<file path="src/rtl/dmem_copy_engine_if.sv">
// Bus bundle between the DMEM copy engine and its controller / data memory.
// The checksum signal exists only when DMEM_COPY_CHECKSUM_EN is defined.
interface dmem_copy_engine_if #(
    parameter int LEN_W = 16
);
    logic             start;
    logic [31:0]      src_addr;
    logic [31:0]      dst_addr;
    logic [LEN_W-1:0] len;
    logic             busy;
    logic             done;
    logic             err;
    logic [31:0]      mem_a;
    logic             mem_we;
    logic [31:0]      mem_wd;
    logic [31:0]      mem_rd;
`ifdef DMEM_COPY_CHECKSUM_EN
    logic [31:0]      checksum;
`endif

    // Engine side: consumes the request and read data, drives status and the memory port.
    modport master (
        input  start, src_addr, dst_addr, len, mem_rd,
        output busy, done, err, mem_a, mem_we, mem_wd
`ifdef DMEM_COPY_CHECKSUM_EN
        , output checksum
`endif
    );

    modport slave (
        output start, src_addr, dst_addr, len, mem_rd,
        input  busy, done, err, mem_a, mem_we, mem_wd
`ifdef DMEM_COPY_CHECKSUM_EN
        , input checksum
`endif
    );
endinterface

</file>
<file path="src/rtl/dmem_copy_engine.sv">
// Word-by-word block copy engine driving the single-cycle MIPS data-memory port.
// Optional running sum of copied words: define DMEM_COPY_CHECKSUM_EN.
module dmem_copy_engine #(
    parameter int LEN_W = 16
) (
    input  logic               clk,
    input  logic               rst_n,
    dmem_copy_engine_if.master bus
);
    typedef enum logic [1:0] {
        S_IDLE  = 2'd0,
        S_READ  = 2'd1,
        S_WRITE = 2'd2,
        S_DONE  = 2'd3
    } state_t;

    state_t           state_q, state_d;
    logic [31:0]      src_ptr, dst_ptr;
    logic [LEN_W-1:0] cnt_q;
    logic [31:0]      data_buf;
    logic [31:0]      last_a;
    logic             err_q;
    logic             accept, reject;
    logic             misaligned;
    logic [31:0]      mem_a_c;
`ifdef DMEM_COPY_CHECKSUM_EN
    logic [31:0]      checksum_q;
`endif

    assign misaligned = (bus.src_addr[1:0] != 2'b00) || (bus.dst_addr[1:0] != 2'b00);

    // NOTE: the state register is reset asynchronously; bus outputs decoded from it
    // (busy, mem_we, done) therefore drop the moment rst_n falls, without a clock.
    always_ff @(posedge clk or negedge rst_n) begin
        if (!rst_n) state_q <= S_IDLE;
        else        state_q <= state_d;
    end

    // NOTE: every variable written here gets a default first so no path infers a latch.
    always_comb begin
        state_d = state_q;
        accept  = 1'b0;
        reject  = 1'b0;
        case (state_q)
            S_IDLE: begin
                if (bus.start) begin
                    if (misaligned) begin
                        reject = 1'b1;
                    end else begin
                        accept  = 1'b1;
                        state_d = (bus.len == '0) ? S_DONE : S_READ;
                    end
                end
            end
            S_READ:  state_d = S_WRITE;
            S_WRITE: state_d = (cnt_q == LEN_W'(1)) ? S_DONE : S_READ;
            S_DONE:  state_d = S_IDLE;
            default: state_d = S_IDLE;
        endcase
    end

    // Address mux; outside READ/WRITE the port keeps presenting the last address used.
    always_comb begin
        mem_a_c = last_a;
        case (state_q)
            S_READ:  mem_a_c = src_ptr;
            S_WRITE: mem_a_c = dst_ptr;
            default: mem_a_c = last_a;
        endcase
    end

    // NOTE: sequential state uses non-blocking assignments only, so every register
    // below sees the pre-edge values of its neighbours.
    always_ff @(posedge clk or negedge rst_n) begin
        if (!rst_n) begin
            src_ptr  <= '0;
            dst_ptr  <= '0;
            cnt_q    <= '0;
            data_buf <= '0;
            last_a   <= '0;
            err_q    <= 1'b0;
        end else begin
            err_q <= reject;
            if (accept) begin
                src_ptr <= bus.src_addr;
                dst_ptr <= bus.dst_addr;
                cnt_q   <= bus.len;
            end
            if (state_q == S_READ) begin
                data_buf <= bus.mem_rd;
                last_a   <= src_ptr;
            end
            if (state_q == S_WRITE) begin
                src_ptr <= src_ptr + 32'd4;
                dst_ptr <= dst_ptr + 32'd4;
                cnt_q   <= cnt_q - LEN_W'(1);
                last_a  <= dst_ptr;
            end
        end
    end

`ifdef DMEM_COPY_CHECKSUM_EN
    always_ff @(posedge clk or negedge rst_n) begin
        if (!rst_n)                  checksum_q <= '0;
        else if (accept)             checksum_q <= '0;
        else if (state_q == S_WRITE) checksum_q <= checksum_q + data_buf;
    end
    assign bus.checksum = checksum_q;
`endif

    assign bus.busy   = (state_q == S_READ) || (state_q == S_WRITE);
    assign bus.done   = (state_q == S_DONE);
    assign bus.err    = err_q;
    assign bus.mem_we = (state_q == S_WRITE);
    assign bus.mem_a  = mem_a_c;
    // data_buf only changes on READ edges, so it already holds the last written word elsewhere.
    assign bus.mem_wd = data_buf;
endmodule
</file>
<file path="src/flat_wrapper.sv">
// flat-port wrapper written by rule: the top's interface ports become plain ports
module dmem_copy_engine_flat 
#(
    parameter int LEN_W = 16
)
  (clk, rst_n, bus_start, bus_src_addr, bus_dst_addr, bus_len, bus_mem_rd, bus_busy, bus_done, bus_err, bus_mem_a, bus_mem_we, bus_mem_wd);
  dmem_copy_engine_if #(.LEN_W(LEN_W)) bus_i ();
  input  logic clk;
  input  logic rst_n;
  input wire logic [$bits(bus_i.start)-1:0] bus_start;
  input wire logic [$bits(bus_i.src_addr)-1:0] bus_src_addr;
  input wire logic [$bits(bus_i.dst_addr)-1:0] bus_dst_addr;
  input wire logic [$bits(bus_i.len)-1:0] bus_len;
  input wire logic [$bits(bus_i.mem_rd)-1:0] bus_mem_rd;
  output wire logic [$bits(bus_i.busy)-1:0] bus_busy;
  output wire logic [$bits(bus_i.done)-1:0] bus_done;
  output wire logic [$bits(bus_i.err)-1:0] bus_err;
  output wire logic [$bits(bus_i.mem_a)-1:0] bus_mem_a;
  output wire logic [$bits(bus_i.mem_we)-1:0] bus_mem_we;
  output wire logic [$bits(bus_i.mem_wd)-1:0] bus_mem_wd;
  assign bus_i.start = bus_start;
  assign bus_i.src_addr = bus_src_addr;
  assign bus_i.dst_addr = bus_dst_addr;
  assign bus_i.len = bus_len;
  assign bus_i.mem_rd = bus_mem_rd;
  assign bus_busy = bus_i.busy;
  assign bus_done = bus_i.done;
  assign bus_err = bus_i.err;
  assign bus_mem_a = bus_i.mem_a;
  assign bus_mem_we = bus_i.mem_we;
  assign bus_mem_wd = bus_i.mem_wd;
  dmem_copy_engine #(.LEN_W(LEN_W)) u_core (.clk(clk), .rst_n(rst_n), .bus(bus_i));
endmodule
</file>
<file path="config.mk">
export PLATFORM = sky130hd
export DESIGN_NAME = dmem_copy_engine_flat
export DESIGN_NICKNAME = d
export VERILOG_FILES = /design/src/rtl/dmem_copy_engine_if.sv /design/src/rtl/dmem_copy_engine.sv /design/src/flat_wrapper.sv
export SDC_FILE = /design/constraint.sdc
export NUM_CORES = 1
export LEC_CHECK = 0
export ABC_AREA = 0
export CORE_ASPECT_RATIO = 1.25
export CORE_MARGIN = 4
export CORE_UTILIZATION = 52
export CTS_CLUSTER_DIAMETER = 40
export DETAILED_ROUTE_END_ITERATION = 10
export PLACE_DENSITY = 0.83
export SYNTH_ARGS = -nofsm -noshare
export SYNTH_HDL_FRONTEND = slang
export SYNTH_SLANG_ARGS = --single-unit
</file>
<file path="constraint.sdc">
create_clock -name clk -period 2.3 [get_ports clk]
set_input_delay 0.46 -clock clk [delete_from_list [all_inputs] [get_ports clk]]
set_output_delay 0.46 -clock clk [all_outputs]
set_load 0.005 [all_outputs]
</file>
==> reports/metrics.cfg <==
[sta]
fin_ws_ns=-0.150
period_share=1.07
finalHoldViolCount=0
skew_ns=0.00840
setup_viol=22
relSlewSlack=0.542
worstMarginPinSlew_ns=0.681
rsz0062_at_grt=yes
finalMaxSlewViolations=0
fin_crit_ns=2.45
max_freq_mhz=408

[detailed_routing]
post_drt_wl_per_cell_um=19.3
vias_per_cell=5.92
detail-route-antenna-nets=0
drtIter0Drc=790
drc=0
drt_wl_total_um=27900
dr.pass1.iters=5
via_count=8558

[logic_synthesis]
synth_edf_count=0
synth_ff_type=dfrtp_1
synth.net_count=1114
synthTopCellsByArea=dfrtp_1 (43%), nand2_1 (9.8%), a21oi_1 (6.2%)
yosysTopAreaCell=dfrtp_1
ys_ff_latch=147
syn_area_um2=8490
avgSynthCellArea_um2=8.57
ys_types=53
synth.top_cell.area_share=0.433
synth_seq_area_share=0.433
synth_warnings=0
synth_cells=991
async_flop_share=1.00

[clock_tree]
clkTransAtPathRegs_ns=0.06
cts_tree=done
numCtsBuffers=17
htreeDepth=4
clk_latency_ns=0.43
cts_sinks=147
clk_path_buf_depth=2
clockRootBuffer=clkbuf_16

[floorplanning]
io_pins=183
rows=51
start_util=0.536
die_h_um=151
coreArea_um2=15800
dieArea_um2=18400
fp.dieW_um=122

[grt]
grt_pass1_vias=8756
grt.total_usage=0.299
antenna_found_initial=0
grt_overflow=0
grt_pass1_wl_um=43500
grt_max_degree=58

[hold_path]
hp-class=reg2reg

[critical_path]
critPathKind=reg2out
end_kind=output pin
rrSetupSlack_ns=0.11
crit_path_max_fanout=7
cp.arrival_ns=1.99
setup.worst_path.start_class=flip-flop
crit_required_ns=1.84

[placement]
io_buffers=182
placed_cells=1377
place_hpwl_um=18000
gp_congestion=0.863
place_area_um2=10800

[run]
cap_violations=0

[cells_and_area]
final_util=0.770
fin_nets=1344
syn2layout_area_growth_pct=43.5
drive_gt1_frac=0.228
instances_no_fill=1446
diodes=0
final_area_um2=12200

[outcome]
violations=setup timing
outcome=complete, but fails checks

[pwr]
power_density_nw_per_um2=1550
vdd_drop_max_uv=1070
p_leak_nw=5.28

cells in the mapped netlist, types with 9 or more instances:
library cell	number
xnor2_1	44
a31oi_1	28
xor2_1	22
nor3_1	17
mux2i_1	9
inv_1	14
nor4_1	14
and3_1	50
clkbuf_1	45
a21oi_1	105
mux2_2	32
dfrtp_1	147
nand3_1	18
a211oi_1	10
nand4_1	18
nand2_1	222
nor2_1	72
buf_2	15
a21boi_0	24
through the flow:
step	total power, mW	hold slack, ns	TNS, ns	setup slack (ns)
floorplan	9.46	0.164	0	0.195
global placement	13.3	0.407	-1.34	-0.0866
detailed placement	13.7	0.409	-1.96	-0.0986
CTS	17.8	0.500	-1.72	-0.164
global route	20.0	0.519	-2.72	-0.196
finish	18.9	0.503	-1.21	-0.150
timing repair:
| item | in CTS | in global routing |
|---|---|---|
| gates cloned | 3 | 0 |
| setup buffers | 25 | 12 |
| endpoints found under the hold margin | 37 | 0 |
| hold buffers | 1 | 0 |
| gates resized for setup | 225 | 62 |
| pin swaps | 19 | 15 |
| endpoints found under the setup margin | 35 | 34 |
routing by layer:
metal  GRT usage  share of wire  vias up
met5           0              0        -
met4       0.136          0.046        0
met3      0.0486          0.074      108
met2       0.522           0.51      440
met1       0.361           0.37     4126
li1            -              -     3884
registers in the layout, summed over array words and instances (netlist names):
name,count
u_core.src_ptr,32
u_core.cnt_q,16
u_core.dst_ptr,32
u_core.state_q,2
u_core.bus.mem_wd,32
u_core.last_a,32
u_core.bus.err,1
cells by family (layout without fill, tap and decap cells):
kind of cell | count (synthesis) | in the layout | synth area share
AND/OR/NAND/NOR | 454 | 454 | 0.255
AO/OA/AOI/OAI | 188 | 188 | 0.131
flip-flops | 147 | 147 | 0.433
buffers and inverters | 87 | 330 | 0.0475
XOR/XNOR | 66 | 66 | 0.0681
multiplexers | 41 | 41 | 0.0531
adder cells (fa/ha/maj) | 8 | 8 | 0.0118
final timing paths:
kind                                                  endpoint  cells after the start                     startpoint
worst max-delay path                             bus_mem_a[17]                      8  u_core.state_q[0]$_DFFE_PN0P_
worst min register to register   u_core.last_a[31]$_DFFE_PN0N_                      2  u_core.last_a[31]$_DFFE_PN0N_
max in group asynchronous       u_core.dst_ptr[12]$_DFFE_PN0P_                      3                          rst_n
worst min-delay path             u_core.last_a[31]$_DFFE_PN0N_                      2  u_core.last_a[31]$_DFFE_PN0N_
min in group asynchronous          u_core.cnt_q[2]$_DFFE_PN0P_                      2                          rst_n
worst max register to register  u_core.dst_ptr[24]$_DFFE_PN0P_                     10  u_core.state_q[0]$_DFFE_PN0P_
worst max-delay path, cell delays in order, from the launching register on:
cell and delay, ns:
dfrtp_1 0.40, inv_2 0.12, ha_4 0.25, buf_12 0.15, buf_8 0.12, buf_6 0.11
a21boi_4 0.13, a21oi_1 0.14, buf_2 0.13
cell type report:
class,instances,area [µm²]
Multi-Input combinational cell,757,4910
Clock inverter,11,129
Clock buffer,21,450
Fill cell,1051,3640
Sequential cell,147,3680
Tap cell,212,265
Inverter,15,56.3
Timing Repair Buffer,283,2700
where the power goes:
| group | internal, mW | switching, mW | total, mW |
|---|---|---|---|
| clock network | 1.63 | 1.14 | 2.77 |
| logic | 5.83 | 5.45 | 11.3 |
| registers | 3.72 | 1.17 | 4.89 |
| total | 11.2 | 7.76 | 18.9 |
cells in the final DEF, fill, tap and decap left out, types with 4 or more instances in the layout:
cell type / count
a211oi_1: 10
a21boi_2: 5
a21boi_4: 18
a21oi_1: 88
a21oi_2: 20
a31oi_1: 25
and3_1: 49
and4_1: 6
buf_12: 13
buf_2: 28
buf_4: 69
buf_6: 14
clkbuf_16: 17
clkbuf_2: 4
clkdlybuf4s50_1: 147
clkinvlp_4: 5
dfrtp_1: 147
ha_1: 5
inv_1: 12
mux2_2: 32
mux2i_1: 9
nand2_1: 222
nand2b_1: 5
nand3_1: 17
nand3b_1: 6
nand4_1: 18
nor2_1: 55
nor2_4: 14
nor2b_1: 4
nor3_1: 17
nor4_1: 13
nor4_4: 4
o21ai_0: 8
xnor2_1: 44
xor2_1: 22
Power figures use the tool's default switching activity.
